<file path="config.mk">
export PLATFORM = sky130hd
export DESIGN_NAME = lector_teclado
export DESIGN_NICKNAME = d
export VERILOG_FILES = /design/src/rtl/teclado_pkg.sv /design/src/rtl/sincronizador.sv /design/src/rtl/lector_teclado.sv
export SDC_FILE = /design/constraint.sdc
export NUM_CORES = 1
export LEC_CHECK = 0
export BUFFER_PORTS_ARGS = -buffer_cell sky130_fd_sc_hd__buf_2
export CAP_MARGIN = 20
export CORE_MARGIN = 2
export CORE_UTILIZATION = 45
export CTS_CLUSTER_SIZE = 28
export DETAILED_ROUTE_END_ITERATION = 6
export GPL_TIMING_DRIVEN = 0
export PLACE_DENSITY = 0.74
export SLEW_MARGIN = 10
export SYNTH_ARGS = -nofsm -noshare
export SYNTH_HDL_FRONTEND = slang
export SYNTH_SLANG_ARGS = --single-unit
</file>
<file path="constraint.sdc">
create_clock -name clk -period 3.2 [get_ports clk]
set_input_delay 0.32 -clock clk [delete_from_list [all_inputs] [get_ports clk]]
set_output_delay 0.32 -clock clk [all_outputs]
set_load 0.01 [all_outputs]
</file>
<file path="src/rtl/teclado_pkg.sv">
// -----------------------------------------------------------------------------
// teclado_pkg
// Shared types and helpers for the 4x4 keypad reader.
//   estado_t     : reader FSM states
//   N_REBOTE_DEF : default debounce length in clk cycles (10 ms at 27 MHz)
//   onehot_idx   : bit position of the lowest set bit of a 4-bit vector
//   es_onehot    : 1 when exactly one bit of a 4-bit vector is set
// -----------------------------------------------------------------------------
`timescale 1ns/1ps
package teclado_pkg;

  typedef enum logic [1:0] {
    REPOSO     = 2'd0,
    REBOTE     = 2'd1,
    PRESIONADO = 2'd2,
    SOLTAR     = 2'd3
  } estado_t;

  localparam int N_REBOTE_DEF = 270000;

  // Lowest set bit wins, so this doubles as the column priority encoder.
  function automatic logic [1:0] onehot_idx(input logic [3:0] v);
    logic [1:0] idx;
    idx = 2'd0;
    for (int i = 3; i >= 0; i--) begin
      if (v[i]) idx = 2'(i);
    end
    return idx;
  endfunction

  function automatic logic es_onehot(input logic [3:0] v);
    return (v != 4'd0) && ((v & (v - 4'd1)) == 4'd0);
  endfunction

endpackage

</file>
<file path="src/rtl/sincronizador.sv">
// -----------------------------------------------------------------------------
// sincronizador
// Two-flop synchronizer for asynchronous level inputs.
//   clk : system clock
//   rst : asynchronous active-low reset (outputs clear to 0)
//   i_d : asynchronous input vector, W bits
//   o_q : synchronized vector, two clk cycles of delay
// -----------------------------------------------------------------------------
`timescale 1ns/1ps
module sincronizador #(
  parameter int W = 4
) (
  input  logic         clk,
  input  logic         rst,
  input  logic [W-1:0] i_d,
  output logic [W-1:0] o_q
);

  logic [W-1:0] r_s1;
  logic [W-1:0] r_s2;

  always_ff @(posedge clk or negedge rst) begin
    if (!rst) begin
      r_s1 <= '0;
      r_s2 <= '0;
    end else begin
      r_s1 <= i_d;
      r_s2 <= r_s1;
    end
  end

  assign o_q = r_s2;

endmodule

</file>
<file path="src/rtl/lector_teclado.sv">
// -----------------------------------------------------------------------------
// lector_teclado
// 4x4 matrix keypad reader. Synchronizes fila/columna, debounces the press
// and the release, and reports the key code 4*row + column with a one-cycle
// strobe. detener asks the row ring counter to freeze while a key is active.
//   clk          : system clock
//   rst          : asynchronous active-low reset
//   fila         : one-hot row driven by the ring counter
//   columna      : raw column lines, active-high, asynchronous
//   tecla        : last accepted key code, held until the next one
//   tecla_valida : one-cycle pulse when tecla is updated
//   detener      : 1 = freeze the ring counter on the current row
//
// state      | meaning
// -----------+--------------------------------------------------------------
// REPOSO     | idle, waiting for any column with a valid one-hot row
// REBOTE     | captured key must stay stable for N_REBOTE cycles
// PRESIONADO | single cycle: load tecla and strobe tecla_valida
// SOLTAR     | all columns must stay low N_REBOTE cycles before re-arming
// -----------------------------------------------------------------------------
`timescale 1ns/1ps
module lector_teclado
  import teclado_pkg::*;
#(
  parameter int N_REBOTE = N_REBOTE_DEF,
  parameter int W_CNT    = $clog2(N_REBOTE)
) (
  input  logic       clk,
  input  logic       rst,
  input  logic [3:0] fila,
  input  logic [3:0] columna,
  output logic [3:0] tecla,
  output logic       tecla_valida,
  output logic       detener
);

  localparam logic [W_CNT-1:0] CNT_FIN = W_CNT'(N_REBOTE - 1);

  logic [3:0]       w_col_s;
  logic [3:0]       w_fila_s;

  estado_t          r_estado;
  logic [W_CNT-1:0] r_cnt;
  logic [3:0]       r_fila_cap;
  logic [1:0]       r_col_idx;
  logic [3:0]       r_codigo;
  logic [3:0]       r_tecla;
  logic             r_valida;
  logic             r_detener;

  estado_t          w_estado_sig;
  logic [W_CNT-1:0] w_cnt_sig;
  logic             w_captura;

  // Both paths get the same two-flop delay so row and column stay aligned.
  sincronizador #(.W(4)) u_sinc_col (
    .clk (clk),
    .rst (rst),
    .i_d (columna),
    .o_q (w_col_s)
  );

  sincronizador #(.W(4)) u_sinc_fila (
    .clk (clk),
    .rst (rst),
    .i_d (fila),
    .o_q (w_fila_s)
  );

  always_comb begin
    w_estado_sig = r_estado;
    w_cnt_sig    = r_cnt;
    w_captura    = 1'b0;
    case (r_estado)
      REPOSO: begin
        if ((w_col_s != 4'd0) && es_onehot(w_fila_s)) begin
          w_captura    = 1'b1;
          w_cnt_sig    = '0;
          w_estado_sig = REBOTE;
        end
      end
      REBOTE: begin
        // Only the captured column matters; a row change means the ring
        // counter moved on before detener took effect.
        if (!w_col_s[r_col_idx] || (w_fila_s != r_fila_cap)) begin
          w_estado_sig = REPOSO;
        end else if (r_cnt == CNT_FIN) begin
          w_estado_sig = PRESIONADO;
        end else begin
          w_cnt_sig = r_cnt + W_CNT'(1);
        end
      end
      PRESIONADO: begin
        w_cnt_sig    = '0;
        w_estado_sig = SOLTAR;
      end
      SOLTAR: begin
        // Any column high restarts the release window.
        if (w_col_s != 4'd0) begin
          w_cnt_sig = '0;
        end else if (r_cnt == CNT_FIN) begin
          w_estado_sig = REPOSO;
        end else begin
          w_cnt_sig = r_cnt + W_CNT'(1);
        end
      end
      default: begin
        w_estado_sig = REPOSO;
        w_cnt_sig    = '0;
      end
    endcase
  end

  always_ff @(posedge clk or negedge rst) begin
    if (!rst) begin
      r_estado   <= REPOSO;
      r_cnt      <= '0;
      r_fila_cap <= 4'd0;
      r_col_idx  <= 2'd0;
      r_codigo   <= 4'd0;
      r_tecla    <= 4'd0;
      r_valida   <= 1'b0;
      r_detener  <= 1'b0;
    end else begin
      r_estado  <= w_estado_sig;
      r_cnt     <= w_cnt_sig;
      r_valida  <= (r_estado == PRESIONADO);
      r_detener <= (w_estado_sig != REPOSO);
      if (w_captura) begin
        r_fila_cap <= w_fila_s;
        r_col_idx  <= onehot_idx(w_col_s);
        r_codigo   <= {onehot_idx(w_fila_s), onehot_idx(w_col_s)};
      end
      if (r_estado == PRESIONADO) begin
        r_tecla <= r_codigo;
      end
    end
  end

  assign tecla        = r_tecla;
  assign tecla_valida = r_valida;
  assign detener      = r_detener;

endmodule

</file>
==> PnR_summary.wiki <==
{| class="wikitable"
! Metric !! Value
|-
| Number of top-level pins || 16
|-
| Detailed Routing Iterations Pass 1 || 4
|-
| Tightest slew margin relative to the limit || 62.3%
|-
| Total Routing Usage GR || between 15 and 20%
|-
| Setup crit start kind || register
|-
| Chip width || 78.9 um
|-
| Most area-consuming cells after synthesis || sky130_fd_sc_hd__dfrtp_1 (51%), sky130_fd_sc_hd__mux2i_1 (5.2%), sky130_fd_sc_hd__nand3b_1 (4.2%)
|-
| Arrival time of the worst setup path || 2390 ps
|-
| Worst VDD drop || 0.265 mV
|-
| Flip-flop cell with the highest count after synthesis || sky130_fd_sc_hd__dfrtp_1
|-
| Pin count of the biggest net entering global routing || 32
|-
| Antenna violations before repair || 0
|-
| Count of placed standard cells including taps || 315
|-
| Effective utilization at floorplan || 46.1%
|-
| Portion of synthesized cell area occupied by the leading cell type || approximately 51%
|-
| Fillers || 522
|-
| Distinct cell type count of the synthesized netlist || between 50 and 60
|-
| Setup repair after global routing missed its margin || no
|-
| Hold Fails Final Rpt || 0
|-
| Biggest area consumer among synthesized cells || sky130_fd_sc_hd__dfrtp_1
|-
| Core outline area || roughly 0.0055 sq mm
|-
| Count of vias placed by the detailed router || between 1500 and 2000
|-
| Syn Nets || about 240
|-
| Most frequent cells in the layout || sky130_fd_sc_hd__dfrtp_1 (51), sky130_fd_sc_hd__buf_2 (22), sky130_fd_sc_hd__nand3_1 (18), sky130_fd_sc_hd__nand3b_1 (14)
|-
| Final sum of negative setup slack || 0 ps
|-
| Cell at the root of the clock tree || sky130_fd_sc_hd__clkbuf_8
|-
| Clock tree buffer depth || 2
|-
| FMAX || roughly 470 MHz
|-
| Result of the run || finished, final reports clean
|-
| Leak pwr || between 1 and 1.5 nW
|-
| Final HPWL from detailed placement || around 3400 um
|-
| Most common cell after layout, fill and taps aside || sky130_fd_sc_hd__dfrtp_1
|-
| Min Tclk post-route || around 2100 ps
|-
| Via count of the first global-routing pass || between 1500 and 2000
|-
| Number of levels in the clock H-tree || 2
|-
| Cell area power density || roughly 450 mW/mm^2
|-
| Routed wire length || between 5000 and 6000 um
|-
| Via density per instance || approximately 5.7
|-
| Number of enable flip-flop cells after synthesis || 0
|-
| Clock Skew || about 5.5 ps
|-
| Post-CTS Resized || 0
|-
| Max FO, Critical Path || 6
|-
| Post-detailed-route count of antenna-violating nets || 0
|-
| Diode insertion count for antenna repair || 0
|-
| # nets final || roughly 260
|-
| TritonCTS clock tree || built
|-
| Insertion delay to the later sink of the worst-skew pair || between 300 and 400 ps
|-
| Synth warn || 0
|-
| Avg Inst Size Synth || around 11 sq um
|-
| Type of the tightest min-delay check || in2reg
|-
| Pin slew with the least headroom to its limit || around 570 ps
|-
| Number of standard-cell rows in the floorplan || 27
|-
| Detailed Route Iter0 Violations || between 150 and 200
|-
| Endpoint kind of the worst setup timing path || register
|-
| Data required time of the worst path || roughly 3500 ps
|-
| Die area || between 0.006 and 0.007 sq mm
|-
| Sequential share of the synthesized area || 50.5%
|-
| Pins Over Slew Limit || 0
|-
| Sequential Area || 0.00128 sq mm
|-
| Max-capacitance violation count || 0
|-
| Die height || between 70 and 80 um
|-
| DR DRC count || 0
|-
| Cell area after technology mapping || between 0.002 and 0.003 sq mm
|-
| Number of buffers added by the clock tree synthesis step || 5
|-
| Synth Instances || 227
|-
| Average routed wire per standard cell || roughly 16 um
|-
| Share of cells above drive strength 1 || roughly 18%
|-
| Crit share post-route || 66.5%
|-
| First-pass GRT wire length || roughly 8800 um
|-
| Weighted congestion reported at the end of routability-driven placement || around 0.86
|-
| Area taken by multi-input logic gates || ~0.0012 sq mm
|-
| Area Overhead vs Synth || 11.2%
|-
| Port-buffer cells || 15
|-
| Number of clock sinks || 51
|-
| #FFs+latches synth || 51
|-
| Finished Layout Cells || roughly 320
|-
| Clock-pin slew reported for the worst setup and hold paths after clock tree synthesis || roughly 100 ps
|-
| Setup-failing EPs final || 0
|-
| FFs w/ async S/R, synth || 100%
|-
| Total gr overflow || 0
|-
| Critical setup path kind || reg2reg
|}
registers in the layout, indices dropped and copies added (netlist names):
| register | count |
|---|---|
| detener | 1 |
| r_cnt | 19 |
| r_fila_cap | 4 |
| r_codigo | 3 |
| u_sinc_col.r_s1 | 4 |
| r_col_idx | 1 |
| u_sinc_col.o_q | 4 |
| u_sinc_fila.o_q | 4 |
| tecla_valida | 1 |
| r_estado | 2 |
| u_sinc_fila.r_s1 | 4 |
| tecla | 4 |
worst max-delay path, stage by stage (launching register included):
cell	delay (ps)
sky130_fd_sc_hd__dfrtp_1	420
sky130_fd_sc_hd__ha_1	210
sky130_fd_sc_hd__and4_1	190
sky130_fd_sc_hd__buf_2	170
sky130_fd_sc_hd__nand4_1	170
sky130_fd_sc_hd__or3_1	400
sky130_fd_sc_hd__a2111oi_0	380
sky130_fd_sc_hd__a21o_1	130
Yosys cell counts (2+ instances only):
cell and number:
sky130_fd_sc_hd__nor3_1 4, sky130_fd_sc_hd__buf_2 7, sky130_fd_sc_hd__and2_1 4, sky130_fd_sc_hd__o31ai_1 3, sky130_fd_sc_hd__xor2_1 4, sky130_fd_sc_hd__dfrtp_1 51, sky130_fd_sc_hd__o21ai_1 4, sky130_fd_sc_hd__o41ai_1 2
sky130_fd_sc_hd__o22ai_1 2, sky130_fd_sc_hd__or4_1 2, sky130_fd_sc_hd__or3_1 2, sky130_fd_sc_hd__nand2_1 8, sky130_fd_sc_hd__nand3b_1 14, sky130_fd_sc_hd__o21a_1 2, sky130_fd_sc_hd__o2111ai_1 3, sky130_fd_sc_hd__mux2i_1 13
sky130_fd_sc_hd__a21o_1 2, sky130_fd_sc_hd__inv_1 5, sky130_fd_sc_hd__nand4_1 7, sky130_fd_sc_hd__and4_1 2, sky130_fd_sc_hd__a21oi_1 13, sky130_fd_sc_hd__and3_1 3, sky130_fd_sc_hd__mux2_2 4, sky130_fd_sc_hd__nand3_1 18
sky130_fd_sc_hd__o211ai_1 3, sky130_fd_sc_hd__nor2_1 4, sky130_fd_sc_hd__mux2_1 6, sky130_fd_sc_hd__clkbuf_1 8
metal layers:
metal	wire length, um	global-route usage, %	up-vias
li1	-	-	891
met1	2480	26.0	914
met2	2310	26.5	44
met3	212	4.09	9
met4	90	6.38	0
met5	0	0	-
worst paths after layout:
path	from	endpoint	slack (ps)	depth (start not counted)
worst max register to register	r_cnt[0]$_DFFE_PN0P_	r_cnt[18]$_DFFE_PN0P_	1070	7
worst min register to register	u_sinc_fila.r_s1[3]$_DFF_PN0_	u_sinc_fila.o_q[3]$_DFF_PN0_	350	0
min in group asynchronous	rst	r_cnt[6]$_DFFE_PN0P_	500	2
max in group asynchronous	rst	r_estado[1]$_DFF_PN0_	2180	3
worst min-delay path	fila[3]	u_sinc_fila.r_s1[3]$_DFF_PN0_	110	1
worst max-delay path	r_cnt[0]$_DFFE_PN0P_	r_cnt[18]$_DFFE_PN0P_	1070	7
kinds of logic (layout without fill, tap and decap cells):
| logic type | after synthesis | in the layout | synth area share [%] |
|---|---|---|---|
| compound gates | 47 | 47 | 13.4 |
| xor+xnor | 5 | 5 | 1.73 |
| fa+ha+maj | 1 | 1 | 0.495 |
| buf+inv | 22 | 47 | 3.77 |
| flops | 51 | 51 | 50.5 |
| mux | 24 | 24 | 10.5 |
| simple gates | 77 | 77 | 19.5 |
area by class of cell:
| cell class | instances | area share, % |
|---|---|---|
| sequential | 51 | 45.4 |
| multi-input combinational | 154 | 41.1 |
| timing repair buffer | 17 | 3.74 |
| tap | 72 | 3.21 |
| clock buffer | 6 | 2.58 |
| buffer | 16 | 2.58 |
| inverter | 6 | 0.802 |
| clock inverter | 2 | 0.579 |
power by group:
| group | internal (mW) | leakage (nW) | switching [mW] |
|---|---|---|---|
| clock | 0.157 | 0.0418 | 0.222 |
| sequential | 0.687 | 0.660 | 0.0330 |
| combinational | 0.0702 | 0.536 | 0.0911 |
repair_timing:
| action | 4_1_cts | 5_1_grt |
|---|---|---|
| hold buffers | 1 | 0 |
| endpoints found under the setup margin | 0 | 0 |
| hold endpoints to repair | 20 | 0 |
| buffers inserted | 0 | 0 |
stage by stage:
step	setup WS, ps	power [mW]	hold slack, ps	utilization (%)	instance area (sq um)
floorplan	1360	0.837	24.4	-	2520
global placement	1190	0.883	332	49.2	2690
detailed placement	1120	0.893	313	49.5	2710
CTS	1080	1.27	108	51.3	2810
global route	866	1.32	96.0	51.3	2810
finish	1070	1.26	110	51.3	2810
Note: power is estimated with default switching activity, not from simulation.
